$ cat src/rtl/jellyvl_timer_pkg.sv
// Shared time-base definitions: default widths, fixed-point step type and
// the slew FSM state encoding. Used by the adjustable timer, the periodic
// trigger and phase-compare blocks.
package jellyvl_timer_pkg;

    localparam int unsigned DEF_TIMER_WIDTH = 64;
    localparam int unsigned DEF_FRAC_WIDTH  = 16;
    localparam int unsigned DEF_STEP_WIDTH  = 32;
    localparam int unsigned DEF_ADJ_WIDTH   = 32;
    localparam int unsigned DEF_SLEW_WIDTH  = 16;

    // Unsigned Q16.16 per-cycle increment at the default widths
    typedef logic [DEF_STEP_WIDTH-1:0] step_t;

    typedef enum logic {
        IDLE = 1'b0,
        SLEW = 1'b1
    } state_t;

endpackage

$ cat src/rtl/jellyvl_slew_clamp.sv
// Per-cycle correction limiter (purely combinational).
//   remaining  : signed outstanding correction, integer units
//   slew_limit : max correction magnitude per cycle (0 behaves as 1)
//   step_int   : integer part of the current step
//   corr       : signed correction to apply this cycle; negative corrections
//                never exceed step_int so time stays monotonic
module jellyvl_slew_clamp #(
    parameter int unsigned ADJ_WIDTH      = 32,
    parameter int unsigned SLEW_WIDTH     = 16,
    parameter int unsigned STEP_INT_WIDTH = 16
) (
    input  logic signed [ADJ_WIDTH:0]      remaining,
    input  logic        [SLEW_WIDTH-1:0]   slew_limit,
    input  logic        [STEP_INT_WIDTH-1:0] step_int,
    output logic signed [ADJ_WIDTH:0]      corr
);

    localparam int unsigned RW = ADJ_WIDTH + 1;
    localparam int unsigned M1 = (RW > SLEW_WIDTH) ? RW : SLEW_WIDTH;
    localparam int unsigned CW = (M1 > STEP_INT_WIDTH) ? M1 : STEP_INT_WIDTH;

    logic [CW-1:0] mag;
    logic [CW-1:0] lim;
    logic [CW-1:0] sint;
    logic [CW-1:0] lim_pos;
    logic [CW-1:0] lim_neg;

    // Magnitude clamp; remaining is never the most negative RW-bit value
    always_comb begin
        mag     = remaining[RW-1] ? CW'(-remaining) : CW'(remaining);
        lim     = (slew_limit == '0) ? CW'(1) : CW'(slew_limit);
        sint    = CW'(step_int);
        lim_pos = (mag < lim) ? mag : lim;
        lim_neg = (lim_pos < sint) ? lim_pos : sint;
        corr    = '0;
        if (remaining[RW-1]) begin
            corr = -$signed(RW'(lim_neg));
        end else if (remaining != '0) begin
            corr = $signed(RW'(lim_pos));
        end
    end

endmodule

$ cat src/rtl/jellyvl_adjustable_timer.sv
// Free-running fixed-point time base with hard load and slew-limited offset
// correction.
//   clk, reset     : clock, synchronous active-high reset
//   enable         : advance time when high
//   step           : per-cycle increment, unsigned fixed point
//   slew_limit     : max integer correction per cycle (0 behaves as 1)
//   set_valid/time : load set_time (highest priority)
//   adj_valid/ready/value : signed correction request handshake
//   adj_busy       : correction currently being slewed
//   current_time   : integer part of the accumulator
module jellyvl_adjustable_timer
    import jellyvl_timer_pkg::*;
#(
    parameter int unsigned TIMER_WIDTH = DEF_TIMER_WIDTH,
    parameter int unsigned FRAC_WIDTH  = DEF_FRAC_WIDTH,
    parameter int unsigned STEP_WIDTH  = DEF_STEP_WIDTH,
    parameter int unsigned ADJ_WIDTH   = DEF_ADJ_WIDTH,
    parameter int unsigned SLEW_WIDTH  = DEF_SLEW_WIDTH
) (
    input  logic                        clk,
    input  logic                        reset,
    input  logic                        enable,
    input  logic [STEP_WIDTH-1:0]       step,
    input  logic [SLEW_WIDTH-1:0]       slew_limit,
    input  logic                        set_valid,
    input  logic [TIMER_WIDTH-1:0]      set_time,
    input  logic                        adj_valid,
    output logic                        adj_ready,
    input  logic signed [ADJ_WIDTH-1:0] adj_value,
    output logic                        adj_busy,
    output logic [TIMER_WIDTH-1:0]      current_time
);

    localparam int unsigned AW  = TIMER_WIDTH + FRAC_WIDTH;
    localparam int unsigned RW  = ADJ_WIDTH + 1;
    localparam int unsigned SIW = STEP_WIDTH - FRAC_WIDTH;

    state_t                state;
    state_t                state_next;
    logic [AW-1:0]         acc;
    logic [AW-1:0]         acc_next;
    logic signed [RW-1:0]  remaining;
    logic signed [RW-1:0]  remaining_next;
    logic signed [RW-1:0]  corr;
    logic                  accept;

    jellyvl_slew_clamp #(
        .ADJ_WIDTH      (ADJ_WIDTH),
        .SLEW_WIDTH     (SLEW_WIDTH),
        .STEP_INT_WIDTH (SIW)
    ) u_slew_clamp (
        .remaining  (remaining),
        .slew_limit (slew_limit),
        .step_int   (step[STEP_WIDTH-1:FRAC_WIDTH]),
        .corr       (corr)
    );

    assign adj_ready    = (state == IDLE) && !set_valid;
    assign accept       = adj_valid && adj_ready;
    assign current_time = acc[AW-1:FRAC_WIDTH];

    // State register
    always_ff @(posedge clk) begin
        if (reset) begin
            state     <= IDLE;
            acc       <= '0;
            remaining <= '0;
            adj_busy  <= 1'b0;
        end else begin
            state     <= state_next;
            acc       <= acc_next;
            remaining <= remaining_next;
            adj_busy  <= (state_next == SLEW);
        end
    end

    // Next-state: load beats everything; an accepted request overwrites the
    // (necessarily zero) idle remaining after this cycle's uncorrected step
    always_comb begin
        state_next     = state;
        acc_next       = acc;
        remaining_next = remaining;
        if (set_valid) begin
            acc_next       = {set_time, FRAC_WIDTH'(0)};
            remaining_next = '0;
            state_next     = IDLE;
        end else begin
            if (enable) begin
                acc_next       = acc + AW'(step) + (AW'(corr) << FRAC_WIDTH);
                remaining_next = remaining - corr;
                if ((state == SLEW) && (remaining_next == '0)) begin
                    state_next = IDLE;
                end
            end
            if (accept) begin
                remaining_next = RW'(adj_value);
                state_next     = (adj_value != '0) ? SLEW : IDLE;
            end
        end
    end

endmodule

$ cat config.mk
export PLATFORM = sky130hd
export DESIGN_NAME = jellyvl_adjustable_timer
export DESIGN_NICKNAME = d
export VERILOG_FILES = /design/src/rtl/jellyvl_timer_pkg.sv /design/src/rtl/jellyvl_slew_clamp.sv /design/src/rtl/jellyvl_adjustable_timer.sv
export SDC_FILE = /design/constraint.sdc
export NUM_CORES = 1
export LEC_CHECK = 0
export CAP_MARGIN = 40
export CORE_MARGIN = 2
export CORE_UTILIZATION = 50
export CTS_BUF_LIST = sky130_fd_sc_hd__clkbuf_2 sky130_fd_sc_hd__clkbuf_4 sky130_fd_sc_hd__clkbuf_8
export CTS_CLUSTER_DIAMETER = 40
export DETAILED_ROUTE_END_ITERATION = 8
export GPL_TIMING_DRIVEN = 1
export PLACE_DENSITY = 0.84
export SKIP_CTS_REPAIR_TIMING = 1
export SLEW_MARGIN = 30
export SYNTH_ARGS = -nofsm -noshare
export SYNTH_HDL_FRONTEND = slang
export SYNTH_SLANG_ARGS = --single-unit
$ cat constraint.sdc
create_clock -name clk -period 10.35 [get_ports clk]
set_input_delay 1.5525 -clock clk [delete_from_list [all_inputs] [get_ports clk]]
set_output_delay 1.5525 -clock clk [all_outputs]
set_load 0.05 [all_outputs]
==> impl_metrics.env <==
export IMPL_fin_crit_ns=10.14
export IMPL_cp_top_family="compound AO/OA/AOI/OAI gates"
export IMPL_ys_top_cells_by_count="a21oi_1, nor2_1, ha_1"
export IMPL_start_kind="input port"
export IMPL_synth_top_cell_area_share=0.1579
export IMPL_cts_buffers=17
export IMPL_ios=215
export IMPL_synth_most_common_cell="a21oi_1"
export IMPL_critical_path_startpoint="slew_limit[4]"
export IMPL_clock_path_buffers=2
export IMPL_dr_pass1_iters=6
export IMPL_arrival_ns=10.48
export IMPL_internal_power_mw=1.893
export IMPL_cpMostUsedCell="a21oi_2"
export IMPL_dieArea_sq_um=32320
export IMPL_endpoint_kind="register"
export IMPL_hold_violations=0
export IMPL_pwr_share_comb=0.701
export IMPL_fmax_ghz=0.09863
export IMPL_avgRoutedWirePerCell_um=20.12
export IMPL_cts_tree="yes"
export IMPL_track_usage=0.3448
export IMPL_htree_levels=4
export IMPL_crit_fanout=7
export IMPL_drt_total_wl_mm=59.15
export IMPL_p_leak_nw=10.29
export IMPL_synth_area_top_cells="ha_1, dfxtp_1, a21oi_1"
export IMPL_drc=0
export IMPL_vias_per_cell=6.086
export IMPL_synthArstFlopShare=0
export IMPL_hp_class="register to register"
export IMPL_vias=17890
export IMPL_cts_clk_slew_worst_paths_ns=0.08
export IMPL_layout_nets=2894
export IMPL_max_slew_margin=0.4339
export IMPL_antennaDiodeCount=0
export IMPL_start_util=0.5063
export IMPL_worst_pin_slew_ns=0.8492
export IMPL_syn_num_nets=2417
export IMPL_required_ns=10.69
export IMPL_slew_viol_final=0
export IMPL_grt_pass1_vias=17700
export IMPL_netlist_area_sq_um=15450
export IMPL_hpwl_mm=45.62
export IMPL_portBuffers=214
export IMPL_grt_overflow_total=0
export IMPL_die_w_um=179.8
export IMPL_grt_antenna_before_repair=0
export IMPL_power_density_nw_per_um2=157.9
export IMPL_synth_top_area_cell="ha_1"
export IMPL_rr_startpoint="remaining[0]$_SDFFE_PP0P_"
export IMPL_instances_no_fill=2940
export IMPL_gp_congestion=1.067
export IMPL_grt_max_degree=114
export IMPL_rows=64
export IMPL_synth_avg_cell_area_sq_um=7.517
export IMPL_yosysSeqAreaShare=0.1477
export IMPL_antenna_left=0
export IMPL_drv_cap=0
export IMPL_p_seq_frac=0.159
export IMPL_setup_violations=0
export IMPL_clock_skew_ns=0.02532
export IMPL_p_clk_frac=0.139
export IMPL_clockRootBuffer="clkbuf_8"
export IMPL_p_sw_mw=1.527
export IMPL_synth_seq_cells=114
export IMPL_switching_share=0.4466
export IMPL_cpPeakStageDelay_ns=0.57
export IMPL_final_util=0.7101
export IMPL_drive_gt1_frac=0.2414
export IMPL_synthDistinctLibCells=108
export IMPL_crit_slowest_cell="or4_4"
export IMPL_dpl_cell_count=2879
export IMPL_outcome="complete, no violations"
export IMPL_finalCritPeriodShare=0.9796
export IMPL_drtIter0Drc=1635
export IMPL_insertion_delay_ns=0.50
export IMPL_grt_pass1_wl_mm=90.64
export IMPL_clock_sinks=114
export IMPL_synth_top_flop_cell="dfxtp_1"
export IMPL_core_sq_um=30510
export IMPL_path_class="input port to register"
export IMPL_synth_edf_count=0
export IMPL_setup_tns_ns=0
export IMPL_netlist_instances=2055
export IMPL_cp_num_buf_inv=5
export IMPL_min_delay_start="acc[0]$_SDFFE_PP0P_"
export IMPL_ir_drop_mv=0.09032
export IMPL_yosysWarnings=0
export IMPL_die_h_um=179.8
export IMPL_synthToLayoutAreaGrowth_pct=40.24
## sequential cells by signal, summed over array words and instances, names as in the netlist
name	cells
acc	80
remaining	33
state	1
## path summary, 6_finish.rpt
kind | endpoint | cells past startpoint | slack, ns
min | acc[0]$_SDFFE_PP0P_ | 2 | 0.50
min reg2reg | acc[0]$_SDFFE_PP0P_ | 2 | 0.50
max | acc[78]$_SDFFE_PP0P_ | 46 | 0.21
max reg2reg | acc[78]$_SDFFE_PP0P_ | 51 | 0.26
## cells by family after synthesis
kind of cell,after synthesis,share of synthesized area
adders and majority gates,217,0.1839
DFF,114,0.1477
and+or+nand+nor,581,0.1852
buffers and inverters,302,0.09282
xor gates and xnor gates,138,0.07824
AOI/OAI and AO/OA,650,0.2770
muxes,53,0.03499
## worst register-to-register path: cells and delay by family, from the launching register on
kind	cells	cell delay (ns)
xor gates and xnor gates	3	0.42
and+or+nand+nor	10	2.17
AOI/OAI and AO/OA	25	4.35
muxes	2	0.38
DFF	1	0.37
adders and majority gates	5	1.46
buffers and inverters	6	0.75
## routing by layer
layer	wire length (um)	GRT usage	vias to the layer above
met1	23720	0.4147	8446
met4	3702	0.1964	0
met5	0	0	-
met3	4325	0.05652	228
met2	27400	0.5825	859
li1	-	-	8360
## stage by stage
stage | area (sq um) | total power [mW] | hold WS (ns) | worst slack [ns]
floorplan | 15600 | 1.847 | 0.4626 | 0.0007789
global route | 21660 | 3.608 | 0.5468 | -0.1646
CTS | 20610 | 3.207 | 0.5065 | -0.3454
finish | 21660 | 3.420 | 0.5034 | 0.2107
detailed placement | 20180 | 2.722 | 0.4909 | -0.7491
global placement | 20150 | 2.677 | 0.4724 | -0.6028
## power by group through the flow
stage / Sequential (mW) / Clock [mW] / Combinational, mW
floorplan: 0.523 / 0 / 1.32
global placement: 0.548 / 0 / 2.13
detailed placement: 0.550 / 0 / 2.17
CTS: 0.540 / 0.476 / 2.19
global route: 0.548 / 0.493 / 2.57
finish: 0.544 / 0.477 / 2.40
## layout by cell type (no fill, tap or decap), types with 22 or more instances in the layout
cell / count
a21oi_1: 219
a21o_1: 73
nor3_1: 31
xnor2_1: 96
a211oi_1: 37
o21bai_1: 23
clkdlybuf4s50_1: 196
buf_4: 394
dfxtp_1: 111
nor2_1: 215
inv_1: 130
mux2i_1: 47
nand4_1: 22
xor2_1: 33
nand2b_1: 22
ha_1: 178
a221oi_1: 30
nand2_1: 118
o21ai_0: 66
nand3_1: 33
## layout make-up
class	count	area, sq um
clock buffer	22	296.5
clock inverter	9	128.9
fill	2288	8846
inverter	140	528.0
multi-input combinational	1640	12600
sequential	114	2288
tap	396	495.5
timing repair buffer	619	5330
No activity file was read; power rests on OpenSTA's default activity.
